===== src/rtl/fi_bus_responder_if.sv =====
// Multi-channel req/gnt/recv/ack bus bundle shared by a requester (master)
// and the fi_bus_responder (slave).
interface fi_bus_responder_if #(
  parameter int NCH = 2,
  parameter int AW  = 32,
  parameter int DW  = 32
);
  logic [NCH-1:0]    req;
  logic [NCH*AW-1:0] addr;
  logic [NCH-1:0]    ack;
  logic [NCH-1:0]    gnt;
  logic [NCH-1:0]    recv;
  logic [NCH-1:0]    error;
  logic [NCH*DW-1:0] rdata;
  logic [NCH-1:0]    viol;

  modport master (
    output req, addr, ack,
    input  gnt, recv, error, rdata, viol
  );

  modport slave (
    input  req, addr, ack,
    output gnt, recv, error, rdata, viol
  );
endinterface


===== src/rtl/fi_bus_responder.sv =====
// Protocol-safe bus responder: free-choice inputs are gated so each channel's
// gnt/recv/error/rdata obey req/gnt/recv/ack with bounded stalls.
module fi_bus_responder #(
  parameter int NCH           = 2,
  parameter int AW            = 32,
  parameter int DW            = 32,
  parameter int DEPTH         = 2,
  parameter int MAX_GNT_STALL = 3,
  parameter int MAX_RSP_STALL = 3,
  parameter int ERR_EN        = 1
) (
  input  logic                  g_clk,
  input  logic                  g_resetn,
  fi_bus_responder_if.slave     bus,
  input  logic [NCH-1:0]        gnt_choice,
  input  logic [NCH-1:0]        recv_choice,
  input  logic [NCH-1:0]        err_choice,
  input  logic [NCH*DW-1:0]     rdata_choice
);

  localparam int OW  = $clog2(DEPTH + 1);
  localparam int GW  = (MAX_GNT_STALL > 0) ? $clog2(MAX_GNT_STALL + 1) : 1;
  localparam int RW  = (MAX_RSP_STALL > 0) ? $clog2(MAX_RSP_STALL + 1) : 1;
  // rstall holds the idle cycles already elapsed, so the current cycle is
  // the MAX_RSP_STALL-th one when rstall reaches MAX_RSP_STALL-1.
  localparam int RSL = (MAX_RSP_STALL > 0) ? MAX_RSP_STALL - 1 : 0;
  localparam logic ERR_EN_B = (ERR_EN != 0);

  localparam logic [0:0] ST_IDLE = 1'b0;
  localparam logic [0:0] ST_HOLD = 1'b1;

  genvar gi;
  generate
    for (gi = 0; gi < NCH; gi++) begin : g_ch
      logic [OW-1:0] outst_reg, outst_next;
      logic [GW-1:0] gstall_reg, gstall_next;
      logic [RW-1:0] rstall_reg, rstall_next;
      logic [0:0]    state_reg, state_next;
      logic          error_reg;
      logic [DW-1:0] rdata_reg;
      logic          req_q_reg, gnt_q_reg;
      logic [AW-1:0] addr_q_reg;
      logic          viol_reg, viol_next;

      logic          req_w, ack_w, gnt_w, recv_w;
      logic [AW-1:0] addr_w;
      logic          room, gforce, rforce, start, done, accept;

      assign req_w  = bus.req[gi];
      assign ack_w  = bus.ack[gi];
      assign addr_w = bus.addr[gi*AW +: AW];
      assign recv_w = (state_reg == ST_HOLD);

      assign room   = (outst_reg < OW'(DEPTH));
      assign gforce = (gstall_reg == GW'(MAX_GNT_STALL));
      // A forced grant still waits for room; reset masks any stale choice.
      assign gnt_w  = g_resetn & req_w & room & (gnt_choice[gi] | gforce);
      assign accept = req_w & gnt_w;
      assign done   = recv_w & ack_w;
      assign rforce = (MAX_RSP_STALL == 0) || (rstall_reg == RW'(RSL));
      assign start  = (state_reg == ST_IDLE) && (outst_reg != '0) &&
                      (recv_choice[gi] || rforce);

      always_comb begin
        outst_next = outst_reg;
        if (accept && !done) begin
          outst_next = outst_reg + OW'(1);
        end else if (!accept && done) begin
          outst_next = outst_reg - OW'(1);
        end

        gstall_next = gstall_reg;
        if (!req_w || gnt_w) begin
          gstall_next = '0;
        end else if (!gforce) begin
          gstall_next = gstall_reg + GW'(1);
        end

        rstall_next = rstall_reg;
        if (state_reg == ST_HOLD || start || outst_reg == '0) begin
          rstall_next = '0;
        end else if (rstall_reg != RW'(RSL)) begin
          rstall_next = rstall_reg + RW'(1);
        end

        state_next = state_reg;
        if (start) begin
          state_next = ST_HOLD;
        end else if (done) begin
          state_next = ST_IDLE;
        end

        // Requester-side errors: drop or address change while ungranted,
        // and ack with no response presented.
        viol_next = viol_reg
                  | (req_q_reg & ~gnt_q_reg & ~req_w)
                  | (req_q_reg & ~gnt_q_reg & req_w & (addr_w != addr_q_reg))
                  | (ack_w & ~recv_w);
      end

      always_ff @(posedge g_clk or negedge g_resetn) begin
        if (!g_resetn) begin
          outst_reg  <= '0;
          gstall_reg <= '0;
          rstall_reg <= '0;
          state_reg  <= ST_IDLE;
          error_reg  <= 1'b0;
          rdata_reg  <= '0;
          req_q_reg  <= 1'b0;
          gnt_q_reg  <= 1'b0;
          addr_q_reg <= '0;
          viol_reg   <= 1'b0;
        end else begin
          outst_reg  <= outst_next;
          gstall_reg <= gstall_next;
          rstall_reg <= rstall_next;
          state_reg  <= state_next;
          req_q_reg  <= req_w;
          gnt_q_reg  <= gnt_w;
          addr_q_reg <= addr_w;
          viol_reg   <= viol_next;
          if (start) begin
            rdata_reg <= rdata_choice[gi*DW +: DW];
            error_reg <= err_choice[gi] & ERR_EN_B;
          end
        end
      end

      assign bus.gnt[gi]             = gnt_w;
      assign bus.recv[gi]            = recv_w;
      assign bus.error[gi]           = error_reg;
      assign bus.rdata[gi*DW +: DW]  = rdata_reg;
      assign bus.viol[gi]            = viol_reg;
    end
  endgenerate

endmodule

===== src/flat_wrapper.sv =====
// flat-port wrapper written by rule: the top's interface ports become plain ports
module fi_bus_responder_flat 
#(
  parameter int NCH           = 2,
  parameter int AW            = 32,
  parameter int DW            = 32,
  parameter int DEPTH         = 2,
  parameter int MAX_GNT_STALL = 3,
  parameter int MAX_RSP_STALL = 3,
  parameter int ERR_EN        = 1
)
  (g_clk, g_resetn, gnt_choice, recv_choice, err_choice, rdata_choice, bus_req, bus_addr, bus_ack, bus_gnt, bus_recv, bus_error, bus_rdata, bus_viol);
  fi_bus_responder_if #(.NCH(NCH), .AW(AW), .DW(DW)) bus_i ();
  input  logic g_clk;
  input  logic g_resetn;
  input  logic [NCH-1:0] gnt_choice;
  input  logic [NCH-1:0] recv_choice;
  input  logic [NCH-1:0] err_choice;
  input  logic [NCH*DW-1:0] rdata_choice;
  input wire logic [$bits(bus_i.req)-1:0] bus_req;
  input wire logic [$bits(bus_i.addr)-1:0] bus_addr;
  input wire logic [$bits(bus_i.ack)-1:0] bus_ack;
  output wire logic [$bits(bus_i.gnt)-1:0] bus_gnt;
  output wire logic [$bits(bus_i.recv)-1:0] bus_recv;
  output wire logic [$bits(bus_i.error)-1:0] bus_error;
  output wire logic [$bits(bus_i.rdata)-1:0] bus_rdata;
  output wire logic [$bits(bus_i.viol)-1:0] bus_viol;
  assign bus_i.req = bus_req;
  assign bus_i.addr = bus_addr;
  assign bus_i.ack = bus_ack;
  assign bus_gnt = bus_i.gnt;
  assign bus_recv = bus_i.recv;
  assign bus_error = bus_i.error;
  assign bus_rdata = bus_i.rdata;
  assign bus_viol = bus_i.viol;
  fi_bus_responder #(.NCH(NCH), .AW(AW), .DW(DW), .DEPTH(DEPTH), .MAX_GNT_STALL(MAX_GNT_STALL), .MAX_RSP_STALL(MAX_RSP_STALL), .ERR_EN(ERR_EN)) u_core (.g_clk(g_clk), .g_resetn(g_resetn), .bus(bus_i), .gnt_choice(gnt_choice), .recv_choice(recv_choice), .err_choice(err_choice), .rdata_choice(rdata_choice));
endmodule

===== config.mk =====
export PLATFORM = sky130hd
export DESIGN_NAME = fi_bus_responder_flat
export DESIGN_NICKNAME = d
export VERILOG_FILES = /design/src/rtl/fi_bus_responder_if.sv /design/src/rtl/fi_bus_responder.sv /design/src/flat_wrapper.sv
export SDC_FILE = /design/constraint.sdc
export NUM_CORES = 1
export LEC_CHECK = 0
export BUFFER_PORTS_ARGS = -buffer_cell sky130_fd_sc_hd__buf_2
export CAP_MARGIN = 5
export CORE_ASPECT_RATIO = 0.5
export CORE_UTILIZATION = 53
export DETAILED_ROUTE_END_ITERATION = 8
export PLACE_DENSITY = 0.95
export REMOVE_ABC_BUFFERS = 1
export SYNTH_ARGS = -nofsm -noshare
export SYNTH_HDL_FRONTEND = slang
export SYNTH_SLANG_ARGS = --single-unit

===== constraint.sdc =====
create_clock -name g_clk -period 2.56 [get_ports g_clk]
set_input_delay 0.256 -clock g_clk [delete_from_list [all_inputs] [get_ports g_clk]]
set_output_delay 0.256 -clock g_clk [all_outputs]
set_load 0.05 [all_outputs]

==> summary.txt <==
Floorplan
  – Ports: 212
  – Std-Cell Rows: 26
  – Die area: about 11,000 µm²
  – Die Y-Extent: 75.4 µm
  – Core ar.: 10,300 µm²
  – Initial core utilization: 55.2%
  – Chip width: 149 µm

Cells and area
  – Share of layout cells above drive strength 1: 45.6%
  – Nets: 807
  – Final Core Density: 78.7%
  – Area grow syn2layout: 42.6%
  – Fin cells: about 820

Route
  – Avg WL per Cell: 18.6 µm
  – Vias post-DR: slightly above 4,000
  – Detailed-route wire length: 15.2 mm
  – DRC: 0
  – Antenna-violating nets left: 0
  – Initial drt markers: 145
  – Vias/cell: 5.06
  – First-pass DRT Iterations: 4

GRT
  – Total grt overflow: 0
  – Number of global-route vias before repair: 4,285
  – Met2 Usage GRT: 49.1%
  – Grt met1 use: 30.5%
  – Grt met3 use: between 6 and 7%
  – GR peak layer: met2
  – GRT Util Overall: 27.3%
  – First-pass GRT wire length: 22.1 mm
  – Initial antenna violation count: 2
  – Pin count of the biggest net entering global routing: between 60 and 70

Place
  – PortBufs: 211
  – Dpl cells: 715
  – Final HPWL DP: 8.97 mm
  – GP Congestion: 0.745

Clock tree
  – Clock transition at the registers of the reported paths: around 0.06 ns
  – CTS tree: built
  – Sink Count: 150
  – Num CTS Buffers: 17
  – Htree depth: 4
  – Max clock buf depth: 2
  – Post-CTS Resized: 0
  – Clock latency on the worst-skew pair: 0.41 ns
  – CTS Root Cell: clkbuf_16

Synth
  – Syn_area_per_cell: about 15 µm²
  – Leading area contributor after synthesis: dfrtp_1
  – Cell Area, Synth: 5710 µm²
  – Synth Register Bits: 150
  – Ranking of synthesized cells by area: dfrtp_1, mux2_2, xor2_1
  – Post-synth EDFFs: 0
  – Post-synthesis sequential area ratio: between 60 and 70%
  – Unique masters post-synth: 25
  – Synth Instances: 374
  – Yosys warns: 0
  – Synth top area share: 65.8%
  – Post-synthesis async set-or-reset flop share: 100%
  – Ys flop type: dfrtp_1

Worst setup path
  – Worst r2r src: u_core.g_ch[0].addr_q_reg[17]$_DFF_PN0_
  – Critical path data required time: 2.30 ns
  – Critical Path AT: between 1.5 and 2 ns
  – Startpoint type of the worst setup path: primary input
  – Reg2reg path depth: 5
  – CP Max Fanout: 29
  – RR Endpoint: u_core.g_ch[0].viol_reg$_DFF_PN0_
  – Crit. Startpoint: g_resetn
  – Crit path kind: primary input to primary output
  – R2R setup slack: 0.74 ns
  – CP endpoint kind: primary output

Power
  – Power Density: 1260 nW/µm²
  – Peak VDD IR: 0.877 mV
  – Leakage power: just under 4 nW

Timing
  – Hold Vio Cnt, Final: 0
  – F_max: 479 MHz
  – RSZ-0062 raised after global routing: false
  – Fin. max-slew vios: 0
  – Final setup fails: 0
  – Final worst-path cycle share: 81.5%
  – Clock Skews: ~0.011 ns
  – Max-slew headroom: 44.2%
  – Worst-case hold slack: 0.0560 ns
  – Setup total negative slack: 0 ns
  – Slew @ Worst Pin: about 0.84 ns
  – Tmin final: 2.09 ns

Worst hold path
  – Hold depth: 2
  – Tightest Hold Check Type: primary input to flip-flop
  – Hold Crit Endpoint: u_core.g_ch[1].rdata_reg[27]$_DFFE_PN0P_
  – Hold Startpoint: rdata_choice[59]

Run
  – Total of max-cap violations: 0

Outcome
  – Status: finished, final reports clean
==> power breakdown <==
group	switching (mW)	internal (mW)
clock network	0.973	1.66
registers	0.405	3.06
logic	2.90	1.27
total	4.28	5.98
==> synthesized netlist by cell type (4+ instances only) <==
library cell	number
dfrtp_1	150
xor2_1	68
mux2_2	58
nor2_1	16
nor4_1	14
buf_4	8
mux2_1	8
buf_6	6
ha_1	6
inv_1	6
nor3_1	4
xnor2_1	4
==> metal layers <==
metal	wire length (µm)	vias up
met5	0	-
met4	657	0
met3	530	62
met2	8210	143
met1	5800	2070
li1	-	1848
==> cells by family after synthesis <==
family	synth area share, %
flops	65.8
xor+xnor	11.0
mux	13.4
simple gates	4.38
buf+inv	2.63
compound gates	1.49
fa+ha+maj	1.32
==> per-stage QoR <==
stage / worst slack [ns] / area [µm²] / total power [mW]
4_1_cts: 0.547 / 8140 / 10.2
5_1_grt: 0.359 / 8140 / 10.7
6_report: 0.473 / 8140 / 10.3
2_1_floorplan: 0.631 / 5580 / 6.45
3_5_place_dp: 0.874 / 6850 / 7.51
3_3_place_gp: 0.923 / 6850 / 7.37
==> layout by cell type (no fill, tap or decap), types with 3 or more instances in the layout <==
master | netlist | final
clkbuf_16 | 0 | 17
xnor2_1 | 4 | 4
nor2_1 | 16 | 16
clkbuf_8 | 0 | 5
mux2_1 | 8 | 8
clkinv_2 | 0 | 3
nor3_1 | 4 | 4
dfrtp_1 | 150 | 150
buf_2 | 0 | 210
xor2_1 | 68 | 68
dlygate4sd3_1 | 0 | 67
nor4_1 | 14 | 14
buf_4 | 8 | 4
bufinv_16 | 0 | 3
ha_1 | 6 | 6
inv_1 | 6 | 6
mux2_2 | 58 | 58
==> worst max-delay path by stage <==
stage	depth (start not counted)	endpoint	slack, ns
2_1_floorplan	3	u_core.g_ch[0].rdata_reg[0]$_DFFE_PN0P_	0.63
3_3_place_gp	5	u_core.g_ch[0].viol_reg$_DFF_PN0_	0.92
3_5_place_dp	6	u_core.g_ch[0].rdata_reg[26]$_DFFE_PN0P_	0.87
4_1_cts	5	bus_gnt[1]	0.55
5_1_grt	5	bus_gnt[1]	0.36
6_report	5	bus_gnt[1]	0.47
==> worst max-delay path: stages <==
cell	delay, ns
dlygate4sd3_1	0.56
buf_6	0.28
o211ai_1	0.18
nor2_1	0.22
buf_2	0.31
==> repair_timing <==
action | 4_1_cts | 5_1_grt
endpoints found under the setup margin | 0 | 0
endpoints found under the hold margin | 91 | 0
hold buffers | 67 | 0
buffers inserted | 0 | 0
==> final cells by class <==
| class | count | area (µm²) |
|---|---|---|
| Antenna cell | 2 | 5.00 |
| Clock buffer | 23 | 498 |
| Clock inverter | 8 | 120 |
| Fill cell | 609 | 2200 |
| Inverter | 6 | 22.5 |
| Multi-Input combinational cell | 204 | 1800 |
| Sequential cell | 150 | 3750 |
| Tap cell | 140 | 175 |
| Timing Repair Buffer | 282 | 1760 |
Power figures use the tool's default switching activity.
